--- src/rtl/config_loader.sv ---
// rtl/config_loader.sv - stream-to-tile configuration loader (optional checksum: CONFIG_CHECKSUM_EN)
module config_loader #(
    parameter int NUM_TILES = 16
) (
    input  logic                 clk,
    input  logic                 reset,
    input  logic                 cfg_in_valid,
    input  logic [31:0]          cfg_in_data,
    output logic                 cfg_in_ready,
    output logic [31:0]          config_data,
    output logic [NUM_TILES-1:0] config_en,
    output logic                 busy,
    output logic                 done,
    output logic                 err,
    input  logic                 err_clear
);

`ifdef CONFIG_CHECKSUM_EN
    typedef enum logic [1:0] {IDLE, LOAD, CHECK} state_t;
`else
    typedef enum logic [1:0] {IDLE, LOAD} state_t;
`endif

    localparam logic [15:0] SYNC = 16'hC0F1;

    state_t                 state, state_n;
    logic [8:0]             idx, idx_n;
    logic [7:0]             cnt, cnt_n;
    logic [31:0]            data_n;
    logic [NUM_TILES-1:0]   en_n;
    logic                   done_n;
    logic                   err_set;
    logic                   accept;
`ifdef CONFIG_CHECKSUM_EN
    logic [31:0]            sum, sum_n;
`endif

    // The loader never backpressures; it only refuses words while held in reset.
    assign cfg_in_ready = ~reset;
    assign accept       = cfg_in_valid & cfg_in_ready;
    assign busy         = (state != IDLE);

    // Next-state and registered-output decode for header, payload and check words.
    always_comb begin
        state_n = state;
        idx_n   = idx;
        cnt_n   = cnt;
        data_n  = config_data;
        en_n    = '0;
        done_n  = 1'b0;
        err_set = 1'b0;
`ifdef CONFIG_CHECKSUM_EN
        sum_n   = sum;
`endif
        case (state)
            IDLE: begin
                if (accept) begin
                    if (cfg_in_data[31:16] != SYNC) begin
                        err_set = 1'b1;
                    end else begin
                        idx_n = {1'b0, cfg_in_data[7:0]};
                        cnt_n = cfg_in_data[15:8];
`ifdef CONFIG_CHECKSUM_EN
                        sum_n = 32'h0;
`endif
                        if (cfg_in_data[15:8] != 8'd0) begin
                            state_n = LOAD;
                        end else begin
`ifdef CONFIG_CHECKSUM_EN
                            state_n = CHECK;
`else
                            done_n  = 1'b1;
`endif
                        end
                    end
                end
            end
            LOAD: begin
                if (accept) begin
                    // Out-of-range tiles are skipped but still consume a payload slot.
                    if (idx < 9'(NUM_TILES)) begin
                        data_n = cfg_in_data;
                        for (int i = 0; i < NUM_TILES; i++) begin
                            en_n[i] = (idx == 9'(i));
                        end
                    end else begin
                        err_set = 1'b1;
                    end
                    idx_n = idx + 9'd1;
                    cnt_n = cnt - 8'd1;
`ifdef CONFIG_CHECKSUM_EN
                    sum_n = sum ^ cfg_in_data;
`endif
                    if (cnt == 8'd1) begin
`ifdef CONFIG_CHECKSUM_EN
                        state_n = CHECK;
`else
                        state_n = IDLE;
                        done_n  = 1'b1;
`endif
                    end
                end
            end
`ifdef CONFIG_CHECKSUM_EN
            CHECK: begin
                if (accept) begin
                    if (cfg_in_data != sum) begin
                        err_set = 1'b1;
                    end
                    done_n  = 1'b1;
                    state_n = IDLE;
                end
            end
`endif
            default: state_n = IDLE;
        endcase
    end

    // State and output registers; a new error event takes priority over err_clear.
    always_ff @(posedge clk or posedge reset) begin
        if (reset) begin
            state       <= IDLE;
            idx         <= 9'd0;
            cnt         <= 8'd0;
            config_data <= 32'h0;
            config_en   <= '0;
            done        <= 1'b0;
            err         <= 1'b0;
`ifdef CONFIG_CHECKSUM_EN
            sum         <= 32'h0;
`endif
        end else begin
            state       <= state_n;
            idx         <= idx_n;
            cnt         <= cnt_n;
            config_data <= data_n;
            config_en   <= en_n;
            done        <= done_n;
`ifdef CONFIG_CHECKSUM_EN
            sum         <= sum_n;
`endif
            if (err_set) begin
                err <= 1'b1;
            end else if (err_clear) begin
                err <= 1'b0;
            end
        end
    end

endmodule
--- config.mk ---
export PLATFORM = sky130hd
export DESIGN_NAME = config_loader
export DESIGN_NICKNAME = d
export VERILOG_FILES = /design/src/rtl/config_loader.sv
export SDC_FILE = /design/constraint.sdc
export NUM_CORES = 1
export LEC_CHECK = 0
export ABC_CLOCK_PERIOD_IN_PS = 4900
export CAP_MARGIN = 0
export CORE_MARGIN = 2
export CORE_UTILIZATION = 37
export CTS_CLUSTER_DIAMETER = 150
export DETAILED_ROUTE_END_ITERATION = 16
export PLACE_DENSITY_LB_ADDON = 0.2
export SLEW_MARGIN = 25
export SYNTH_ARGS = -nofsm -noshare
export SYNTH_HDL_FRONTEND = slang
export SYNTH_SLANG_ARGS = --single-unit
--- constraint.sdc ---
create_clock -name clk -period 4.9 [get_ports clk]
set_input_delay 0.49 -clock clk [delete_from_list [all_inputs] [get_ports clk]]
set_output_delay 0.49 -clock clk [all_outputs]
set_load 0.01 [all_outputs]
==> reports/metrics.sh <==
RUN_STATUS='complete, no violations'
PIN_COUNT_OF_THE_BIGGEST_NET_ENTERING_GLOBAL_ROUTING=69
CP_SLOWEST_STAGE_DELAY_NS=0.80
CTS-ROOT-TO-SINK-BUFFERS=2
SYNTHARSTFLOPSHARE_PCT=100
SLEW-LIMIT-HEADROOM_PCT=41.6
SYNTH.FF_LATCH_COUNT=68
FINAL-HOLD-VIOLATION-COUNT=0
CELL_AREA_AFTER_LAYOUT_UM2=4530
GLOBAL_ROUTE_WIRE_LENGTH_BEFORE_REPAIR_UM=13200
IO_PINS=88
SYNTH_EDF_COUNT=0
SETUP_WS_NS=1.79
VIAS_PER_INST=5.24
POST_SYNTHESIS_INSTANCE_AREA_UM2=3420
PATH_MAX_FANOUT=36
ROW_COUNT=35
CLK_LATENCY_NS=0.34
INITIAL_CORE_UTILIZATION_PCT=37.6
POWER_PER_CELL_AREA_nW_PER_UM2=233
CTS.CLK_SLEW.WORST_PATHS_NS=0.08
GRTUSAGEMET2_PCT=26.5
POST_CTS_SETUP_BUFFER_COUNT=0
SYNTHMOSTINSTANTIATEDCELL='sky130_fd_sc_hd__dfrtp_1'
PRE_CTS_WS_NS=1.42
FIN_CELLS=481
SYNTHTOPCELLSBYAREA='sky130_fd_sc_hd__dfrtp_1 50%, sky130_fd_sc_hd__mux2_4 13%, sky130_fd_sc_hd__ha_1 2.6%'
FIN_SKEW_NS=0.0107
HOLD_PATH_CLASS='flip-flop to flip-flop'
TOP_USAGE_LAYER='met2'
ROUTE.VIAS.TOTAL=2519
YOSYS-TOP-CELLS-COUNT='68 x sky130_fd_sc_hd__dfrtp_1, 29 x sky130_fd_sc_hd__mux2_4, 23 x sky130_fd_sc_hd__nor2_1'
DETAILEDPLACEMENTHPWL_UM=5440
POSTSYNTH.TOPFLOPCELL='sky130_fd_sc_hd__dfrtp_1'
SYNTHESIS.AREA_PER_INSTANCE_UM2=12.2
SYNTH-SEQ-AREA-SHARE_PCT=49.7
CRITICALPATHCATEGORY='primary input to flip-flop'
MIN_PERIOD_NS=3.11
CRIT_REQUIRED_NS=5.18
CTS_ROOT_BUF='sky130_fd_sc_hd__clkbuf_8'
WORSTMARGINPINSLEW_NS=0.876
AREA_GROWTH_SYN_TO_LAYOUT_PCT=32.3
DIE_AREA_UM2=10000
GR-USAGE-MET3_PCT=2.51
CELL_BY_CELL_LISTING_OF_THE_CRITICAL_PATH='clkdlybuf4s50_1 -> and2b_1 -> nand4b_4 -> nor3b_1 -> and2_1'
CPLARGESTDELAYFAMILY='simple AND/OR/NAND/NOR gates'
SYNTHESIS.NETS=323
SYNTH_AREA_LEADER_CELL='sky130_fd_sc_hd__dfrtp_1'
WORSTHOLDSTART='config_data[29]'
PROPORTION_OF_LAYOUT_CELLS_WITH_A_DRIVE_SUFFIX_ABOVE_1_PCT=18.4
TOTAL_WIRELENGTH_OF_THE_DETAILED_ROUTED_DESIGN_UM=7870
SLEW_VIOLATIONS=0
FINALPOWER_W=0.00105
WORST_SETUP_PATH_STARTPOINT='reset'
POWER.IR.VDD_WORST_V=0.000129
TRITONCTS.NUM_BUFFERS=9
UNREPAIRED_SETUP_ENDPOINTS_AFTER_GLOBAL_ROUTING='false'
REMAINING_DRC_ERRORS=0
DRT_FIRST_ITER_VIOLATIONS=183
ROUTED_WIRE_LENGTH_PER_INSTANCE_UM=16.4
CTS_TREE='yes'
FINAL_TOTAL_NEGATIVE_SETUP_SLACK_NS=0
PLACED_CELL_AREA_UM2=4350
FINAL-SETUP-VIOL-COUNT=0
CRITPATHARRIVALTIME_NS=3.39
WORSTSETUPSTARTPOINTTYPE='primary input'
DETAILEDROUTE.FIRSTPASSITERATIONCOUNT=4
PORT_BUFFERS=87
CORE_REGION_AREA_UM2=9110
NETS=408
SYN-INSTANCE-COUNT=280
CTS.SINK_COUNT=68
GRT_UTIL_ALL_LAYERS_PCT=16.6
DRTANTENNAVIOLNETS=0
SYNTHDOMINANTCELLAREASHARE_PCT=49.7
NUMPLACEDINSTANCES=465
POSTCTSRESIZEDCELLS=0
GP_CONGESTION=0.741
FINALCRITPERIODSHARE_PCT=63.5
MAX-CAP-VIOLATIONS=0
CTSHTREEMAXLEVEL=3
POWER.LEAKAGE_nW=2.11
GRTUSAGEMET1_PCT=23.2
DIE_WIDTH_UM=100
CRITICAL_PATH.REG2REG.STARTPOINT='idx[7]'
GRT_OVERFLOW_TOTAL=0
ANTENNA_FOUND_INITIAL=0
DIE_HEIGHT_UM=100
FMAXACHIEVABLE_MHz=322
CRITICAL_PATH_CELL_WITH_THE_HIGHEST_STAGE_DELAY='sky130_fd_sc_hd__nand4b_4'
HOLDBUFCOUNTCTS=0
ANTENNA_CELLS=0
TIMING.CRITICAL_PATH.TO_TYPE='flip-flop'
VIAS_IN_THE_FIRST_GLOBAL_ROUTE=2597
SYNTH.DISTINCT_CELLS=48
TIMING.CRITICAL_PATH.BUF_INV=1
SYNTH_WARNINGS=0
## cells by family after synthesis
family,synth area share [%]
compound gates,9.88
fa+ha+maj,2.56
buf+inv,3.91
flops,49.7
mux,16.1
simple gates,17.8
## where the power goes
group / switching, W / leakage (nW) / internal [W]
registers: 0.00000488 / 0.935 / 0.000564
clock network: 0.000226 / 0.0795 / 0.000188
logic: 0.0000335 / 1.09 / 0.0000371
## metrics by stage
stage | hold slack, ns | utilization, %
finish | 0.513 | 49.7
global placement | 0.494 | 47.7
floorplan | 0.538 | -
CTS | 0.518 | 49.7
detailed placement | 0.492 | 47.7
global route | 0.535 | 49.7
## final timing paths
path                                        end  slack, ns  depth (start not counted)
worst max register to register    config_en[11]       2.54                          4
worst max-delay path              config_en[11]       1.79                          5
worst min register to register  config_data[29]       0.51                          1
min in group asynchronous                  done       0.93                          3
max in group asynchronous        config_data[4]       3.40                          3
worst min-delay path            config_data[29]       0.51                          1
## cell type report
cell class | count | area [um^2]
Fill cell | 873 | 4580
Sequential cell | 68 | 1700
Multi-Input combinational cell | 187 | 1590
Timing Repair Buffer | 89 | 886
Tap cell | 111 | 139
Clock buffer | 10 | 128
Clock inverter | 6 | 48.8
Inverter | 10 | 37.5
## placed cells by master (no fill, tap or decap), types with 4 or more instances in the layout
cell type and count:
sky130_fd_sc_hd__clkdlybuf4s50_1 87, sky130_fd_sc_hd__dfrtp_1 68, sky130_fd_sc_hd__mux2_4 29, sky130_fd_sc_hd__nor2_1 23, sky130_fd_sc_hd__a21oi_1 11, sky130_fd_sc_hd__and3_1 11, sky130_fd_sc_hd__inv_1 9, sky130_fd_sc_hd__o21ai_0 9
sky130_fd_sc_hd__and2_1 9, sky130_fd_sc_hd__clkbuf_8 9, sky130_fd_sc_hd__nand2_1 8, sky130_fd_sc_hd__mux2i_1 7, sky130_fd_sc_hd__o221a_2 7, sky130_fd_sc_hd__ha_1 7, sky130_fd_sc_hd__nor3_1 5, sky130_fd_sc_hd__and4_1 5
sky130_fd_sc_hd__nor4_1 4, sky130_fd_sc_hd__nand3b_1 4, sky130_fd_sc_hd__mux2_2 4
## metal layers
layer	vias up	share of wire (%)
li1	1196	-
met1	1250	46
met2	64	49
met3	9	3.7
met4	0	1.3
met5	-	0
## flip-flops by register name (all words and copies together) (netlist names)
name / flops
config_en: 16
cnt: 8
config_data: 32
done: 1
state: 1
idx: 9
err: 1
Note: power is estimated with default switching activity, not from simulation.
